$ cat config.mk
export PLATFORM = sky130hd
export DESIGN_NAME = if1_pc_gen
export DESIGN_NICKNAME = d
export VERILOG_FILES = /design/src/rtl/if1_pc_gen_pkg.sv /design/src/rtl/if1_pc_gen_btb.sv /design/src/rtl/if1_pc_gen.sv
export SDC_FILE = /design/constraint.sdc
export NUM_CORES = 1
export LEC_CHECK = 0
export CORE_ASPECT_RATIO = 0.8
export CORE_MARGIN = 4
export CORE_UTILIZATION = 65
export CTS_CLUSTER_SIZE = 25
export DETAILED_ROUTE_END_ITERATION = 8
export GPL_ROUTABILITY_DRIVEN = 0
export PLACE_DENSITY_LB_ADDON = 0.25
export SETUP_SLACK_MARGIN = 0.2
export SYNTH_ARGS = -nofsm -noshare
export SYNTH_HDL_FRONTEND = slang
export SYNTH_SLANG_ARGS = --single-unit
$ cat constraint.sdc
create_clock -name clk -period 7.64 [get_ports clk]
set_input_delay 1.528 -clock clk [delete_from_list [all_inputs] [get_ports clk]]
set_output_delay 1.528 -clock clk [all_outputs]
set_load 0.01 [all_outputs]
$ cat src/rtl/if1_pc_gen_pkg.sv
// -----------------------------------------------------------------------------
// if1_pc_gen_pkg
//   Shared definitions for the IF1 fetch stage: IF1->IF2 bus width and field
//   offsets, the stall bus type, and small address/counter helpers.
// -----------------------------------------------------------------------------
package if1_pc_gen_pkg;

    // IF1 -> IF2 bus: {valid, pc[31:0], pred_taken, pred_target[31:0]}
    localparam int IF12IF2_WD     = 66;
    localparam int IF1_VALID_BIT  = 65;
    localparam int IF1_PC_HI      = 64;
    localparam int IF1_PC_LO      = 33;
    localparam int PRED_TAKEN_BIT = 32;
    localparam int PRED_TGT_HI    = 31;
    localparam int PRED_TGT_LO    = 0;

    // Pipeline stall bus; IF1 only looks at bit 0.
    localparam int STALL_W = 6;
    typedef logic [STALL_W-1:0] stall_bus_t;

    // Sequential fetch address, modulo 2^32.
    function automatic logic [31:0] pc_plus4(input logic [31:0] pc);
        return pc + 32'd4;
    endfunction

    // Saturating 32-bit increment for the performance counters.
    function automatic logic [31:0] sat_inc(input logic [31:0] v);
        return (v == 32'hFFFF_FFFF) ? v : v + 32'd1;
    endfunction

endpackage

$ cat src/rtl/if1_pc_gen_btb.sv
// -----------------------------------------------------------------------------
// if1_btb
//   Direct-mapped branch target buffer for IF1.
//   Lookup is purely combinational on the registered arrays, so an update and a
//   lookup to the same index in one cycle see the old contents.
//
// Ports
//   clk, rst          : clock, synchronous active-high reset (clears valid bits)
//   lookup_pc [31:2]  : word address being fetched
//   hit               : valid entry with matching tag
//   hit_target        : predicted target (word aligned)
//   upd_we            : update strobe from EX
//   upd_pc    [31:2]  : PC of the resolved control-flow instruction
//   upd_target[31:2]  : resolved target
//   upd_taken         : 1 = install/replace, 0 = invalidate on tag match
// -----------------------------------------------------------------------------
module if1_btb #(
    parameter int BTB_ENTRIES = 16
) (
    input  logic        clk,
    input  logic        rst,
    input  logic [31:2] lookup_pc,
    output logic        hit,
    output logic [31:0] hit_target,
    input  logic        upd_we,
    input  logic [31:2] upd_pc,
    input  logic [31:2] upd_target,
    input  logic        upd_taken
);

    localparam int IDX_W = $clog2(BTB_ENTRIES);
    localparam int TAG_W = 30 - IDX_W;

    logic [BTB_ENTRIES-1:0] valid_q;
    logic [TAG_W-1:0]       tag_q    [BTB_ENTRIES];
    logic [29:0]            target_q [BTB_ENTRIES];

    logic [IDX_W-1:0] lk_idx;
    logic [TAG_W-1:0] lk_tag;
    logic [IDX_W-1:0] up_idx;
    logic [TAG_W-1:0] up_tag;

    assign lk_idx = lookup_pc[IDX_W+1:2];
    assign lk_tag = lookup_pc[31:IDX_W+2];
    assign up_idx = upd_pc[IDX_W+1:2];
    assign up_tag = upd_pc[31:IDX_W+2];

    assign hit        = valid_q[lk_idx] && (tag_q[lk_idx] == lk_tag);
    assign hit_target = {target_q[lk_idx], 2'b00};

    // Valid bits: reset-cleared; a not-taken update only drops an entry that
    // actually belongs to that PC, so an aliasing branch cannot evict it.
    always_ff @(posedge clk) begin
        if (rst) begin
            valid_q <= '0;
        end else if (upd_we) begin
            if (upd_taken) begin
                valid_q[up_idx] <= 1'b1;
            end else if (tag_q[up_idx] == up_tag) begin
                valid_q[up_idx] <= 1'b0;
            end
        end
    end

    // Tag/target storage carries no reset; validity is tracked separately.
    always_ff @(posedge clk) begin
        if (!rst && upd_we && upd_taken) begin
            tag_q[up_idx]    <= up_tag;
            target_q[up_idx] <= upd_target;
        end
    end

endmodule

$ cat src/rtl/if1_pc_gen.sv
// -----------------------------------------------------------------------------
// if1_pc_gen
//   First fetch stage: holds the fetch PC, drives the instruction SRAM read
//   and predicts the next PC through a direct-mapped BTB (if1_btb).
//   EX mispredicts (br_e/br_addr) override everything except reset.
//
// Optional feature: define IF1_PERF_CNT_EN to add saturating fetch and
// redirect counters (perf_fetch_cnt, perf_redirect_cnt).
//
// Ports
//   clk, rst        : clock, synchronous active-high reset
//   stall           : stall bus, bit 0 freezes IF1
//   br_e, br_addr   : redirect from EX (br_addr[1:0] ignored)
//   btb_we, btb_pc, btb_target, btb_taken : BTB update from EX
//   inst_sram_en/we/addr : instruction SRAM read request (we tied low)
//   if12if2_bus     : {valid, pc, pred_taken, pred_target} to IF2
//   perf_fetch_cnt, perf_redirect_cnt : only with IF1_PERF_CNT_EN
// -----------------------------------------------------------------------------
module if1_pc_gen
    import if1_pc_gen_pkg::*;
#(
    parameter logic [31:0] RESET_PC    = 32'h8000_0000,
    parameter int          BTB_ENTRIES = 16
) (
    input  logic                  clk,
    input  logic                  rst,
    input  stall_bus_t            stall,
    input  logic                  br_e,
    input  logic [31:0]           br_addr,
    input  logic                  btb_we,
    input  logic [31:0]           btb_pc,
    input  logic [31:0]           btb_target,
    input  logic                  btb_taken,
    output logic                  inst_sram_en,
    output logic [3:0]            inst_sram_we,
    output logic [31:0]           inst_sram_addr,
    output logic [IF12IF2_WD-1:0] if12if2_bus
`ifdef IF1_PERF_CNT_EN
    ,
    output logic [31:0]           perf_fetch_cnt,
    output logic [31:0]           perf_redirect_cnt
`endif
);

    logic [31:0] pc_q;
    logic [31:0] next_pc;
    logic        btb_hit;
    logic [31:0] btb_hit_target;
    logic        pred_taken;
    logic [31:0] pred_target;
    logic        fetch_valid;

    // Low address bits and the upper stall bits are deliberately not consumed.
    logic unused_bits;
    assign unused_bits = ^{br_addr[1:0], btb_pc[1:0], btb_target[1:0],
                           stall[STALL_W-1:1]};

    if1_btb #(
        .BTB_ENTRIES (BTB_ENTRIES)
    ) u_btb (
        .clk        (clk),
        .rst        (rst),
        .lookup_pc  (pc_q[31:2]),
        .hit        (btb_hit),
        .hit_target (btb_hit_target),
        .upd_we     (btb_we),
        .upd_pc     (btb_pc[31:2]),
        .upd_target (btb_target[31:2]),
        .upd_taken  (btb_taken)
    );

    assign pred_taken  = btb_hit;
    assign pred_target = btb_hit ? btb_hit_target : pc_plus4(pc_q);

    // A redirect wins over stall so a mispredict under stall replaces the held PC.
    always_comb begin
        next_pc = pred_target;
        if (br_e) begin
            next_pc = {br_addr[31:2], 2'b00};
        end else if (stall[0]) begin
            next_pc = pc_q;
        end
    end

    always_ff @(posedge clk) begin
        if (rst) begin
            pc_q <= RESET_PC;
        end else begin
            pc_q <= next_pc;
        end
    end

    // The slot fetched in a redirect cycle is squashed: IF2 flushes on that edge.
    assign fetch_valid    = !rst && !stall[0] && !br_e;
    assign inst_sram_en   = fetch_valid;
    assign inst_sram_we   = 4'b0000;
    assign inst_sram_addr = pc_q;

    assign if12if2_bus[IF1_VALID_BIT]             = fetch_valid;
    assign if12if2_bus[IF1_PC_HI:IF1_PC_LO]       = pc_q;
    assign if12if2_bus[PRED_TAKEN_BIT]            = pred_taken;
    assign if12if2_bus[PRED_TGT_HI:PRED_TGT_LO]   = pred_target;

`ifdef IF1_PERF_CNT_EN
    always_ff @(posedge clk) begin
        if (rst) begin
            perf_fetch_cnt    <= '0;
            perf_redirect_cnt <= '0;
        end else begin
            if (fetch_valid) begin
                perf_fetch_cnt <= sat_inc(perf_fetch_cnt);
            end
            if (br_e) begin
                perf_redirect_cnt <= sat_inc(perf_redirect_cnt);
            end
        end
    end
`endif

endmodule

==> impl_metrics.json <==
{
  "finClkSkew_ps": 20.9,
  "dieArea_um2": 67400,
  "post-synth-top-count-cell": "edfxtp_1",
  "final_net_count": 2237,
  "rsz0062_at_grt": "no",
  "num_vias": 22600,
  "syn_area_per_cell_um2": 21.0,
  "die_w_um": 289,
  "dpl_cell_area_um2": 43700,
  "ir_drop_mv": 0.184,
  "synth_top_cells_by_count": "896 x edfxtp_1, 373 x mux4_2, 59 x mux2i_1, 59 x xnor2_1, 54 x clkbuf_1",
  "rows": 82,
  "worst_pin_slew_ps": 1370,
  "clock-sinks": 948,
  "ys_top_cells_by_area": "edfxtp_1 65%, mux4_2 20%, dfxtp_1 2.5%",
  "hold_viol": 0,
  "start_kind": "flip-flop",
  "synth_warnings": 0,
  "boundaryPins": 210,
  "synth-seq-cells": 948,
  "max_freq_ghz": 0.139,
  "synth_async_sr_flop_share": 0,
  "post_drt_wl_per_cell_um": 36.3,
  "post-dp-hpwl_um": 60700,
  "post-route-period-util": 0.938,
  "die_h_um": 233,
  "grt_overflow_total": 0,
  "area_growth_pct": 13.6,
  "min_period_ps": 7170,
  "port_buffers": 194,
  "reg2reg_depth": 10,
  "p_per_area_nw_per_um2": 241,
  "grt_first_pass_wirelength_um": 159000,
  "drt_first_pass_iters": 8,
  "cp-endpoint": "if12if2_bus[10]",
  "antenna_found_initial": 11,
  "finalSetupTns_ps": 0,
  "status": "finished, final reports clean",
  "hold_path_class": "reg2reg",
  "slew_headroom": 0.0813,
  "critPathMaxFanout": 33,
  "synthCells": 1955,
  "maxSlewViolCount": 0,
  "crit_type": "reg2out",
  "grt_max_degree": 124,
  "synth.distinct_cells": 60,
  "cts_buffers": 88,
  "remaining_drc_errors": 0,
  "htreeDepth": 3,
  "critPathCaptureType": "output port",
  "via_per_inst": 7.43,
  "drv_cap": 0,
  "yosysSeqAreaShare": 0.680,
  "start_util": 0.657,
  "grtUsageTotal": 0.334,
  "p_leak_nw": 14.8,
  "yosys.area.top_type": "edfxtp_1",
  "crit_arrival_ps": 5640,
  "routed_wl_um": 110000,
  "cts_tree": "yes",
  "grt_pass1_vias": 22800,
  "cts-root-buf": "clkbuf_16",
  "core_area_um2": 62600,
  "finish.instance_area_um2": 46700,
  "synth_ff_type": "edfxtp_1",
  "rr_endpoint": "inst_sram_addr[10]",
  "setup_viol_count_final": 0,
  "r2r_setup_slack_ps": 2890,
  "cts_buffer_depth": 3,
  "synth_top_area_frac": 0.654,
  "worstSkewPairLatency_ps": 660,
  "synth_edf_count": 896,
  "final.fill_count": 3363,
  "cp.required_ps": 6110,
  "final_layout_size_suffix_gt1_frac": 0.289,
  "drtAntennaViolNets": 0,
  "syn_area_um2": 41100,
  "first_iter_violations": 4023,
  "cts_hold_buffers": 0,
  "clk_pin_slew_ps": 70
}
==> cell type report <==
cell class / count / area, um2 / share of cell area
diodes: 5 / 12.5 / 0.000268
clock buffers: 111 / 2360 / 0.0505
clock inverters: 51 / 592 / 0.0127
inverters: 9 / 36.3 / 0.000777
multi-input cells: 831 / 12200 / 0.262
flip-flops and latches: 948 / 28000 / 0.599
well taps: 840 / 1050 / 0.0225
repair buffers: 251 / 2460 / 0.0526
==> logic make-up (layout without fill, tap and decap cells) <==
logic type / count (synthesis) / in the layout / share of synthesized area
DFF: 948 / 948 / 0.680
muxes: 472 / 472 / 0.236
buffers and inverters: 179 / 422 / 0.0260
and+or+nand+nor: 149 / 149 / 0.0186
AOI/OAI and AO/OA: 124 / 124 / 0.0223
xor gates and xnor gates: 81 / 81 / 0.0173
adders and majority gates: 1 / 1 / 0.000304
other: 1 / 9 / 0.0000912
==> how the worst min path moves through the flow <==
stage               depth (start not counted)  slack (ps)         startpoint                end
floorplan                                   1         440          flip-flop          flip-flop
global placement                            1         470          flip-flop          flip-flop
detailed placement                          1         490          flip-flop          flip-flop
CTS                                         2         510          flip-flop          flip-flop
global route                                1         530  inst_sram_addr[0]  inst_sram_addr[0]
finish                                      1         500  inst_sram_addr[0]  inst_sram_addr[0]
==> flip-flops by register name, indices dropped and copies added (netlist names), named ones only <==
signal / count
inst_sram_addr: 32
u_btb.target_q: 480
u_btb.tag_q: 416
==> critical path, cell delays in order, from the launching register on <==
cell	delay, ps
dfxtp_1	770
inv_4	460
mux2i_1	220
mux2i_1	330
xor2_1	290
nor4_1	860
nand4_1	180
and4b_4	690
buf_4	260
mux2_4	360
clkdlybuf4s50_1	500
==> timing repair <==
action,4_1_cts,5_1_grt
resized for setup,0,1
setup buffers,0,1
endpoints found under the setup margin,0,24
==> placed cells by master, fill, tap and decap left out, types with 4 or more instances in the layout <==
cell / count
edfxtp_1: 896
mux4_2: 373
clkdlybuf4s50_1: 190
clkbuf_16: 88
mux2i_1: 59
xnor2_1: 59
buf_4: 50
dfxtp_1: 49
nand2_1: 33
a22o_1: 30
a21o_1: 29
mux2_4: 25
clkinv_2: 23
xor2_1: 22
nand3_1: 19
a21oi_1: 17
nor2_4: 16
clkbuf_1: 16
nand4_1: 15
nor2_1: 14
o21ai_0: 13
mux4_1: 10
and3_1: 10
nor3_1: 9
bufinv_16: 9
clkinv_1: 8
buf_12: 8
nor2b_1: 7
a221oi_1: 7
o211ai_1: 7
clkbuf_8: 7
inv_1: 6
diode_2: 5
mux2_2: 5
nor4_1: 4
conb_1: 4
==> stage by stage <==
stage,hold slack [ps],setup WS (ps),total power (W),std cells,utilization
6_report,500,471,0.0113,3046,0.746
5_1_grt,525,373,0.0116,3044,0.746
4_1_cts,508,336,0.0113,3040,0.746
3_5_place_dp,492,1070,0.00685,2878,0.699
3_3_place_gp,466,1140,0.00683,2878,0.699
2_1_floorplan,445,2250,0.00649,1958,-
==> per-layer routing <==
layer / up-vias / wire length (um) / global-route usage
met5: - / 67 / 0
met4: 10 / 3790 / 0.104
met3: 288 / 14900 / 0.0929
met2: 1926 / 52800 / 0.516
met1: 11800 / 38900 / 0.478
li1: 8627 / - / -
==> power by group <==
group / total (W) / switching (W) / internal, W / leakage, nW
logic: 0.000959 / 0.000485 / 0.000473 / 4.90
clock network: 0.00449 / 0.00197 / 0.00253 / 1.46
registers: 0.00581 / 0.0000800 / 0.00573 / 8.49
total: 0.0113 / 0.00253 / 0.00872 / 14.8
Power figures use the tool's default switching activity.
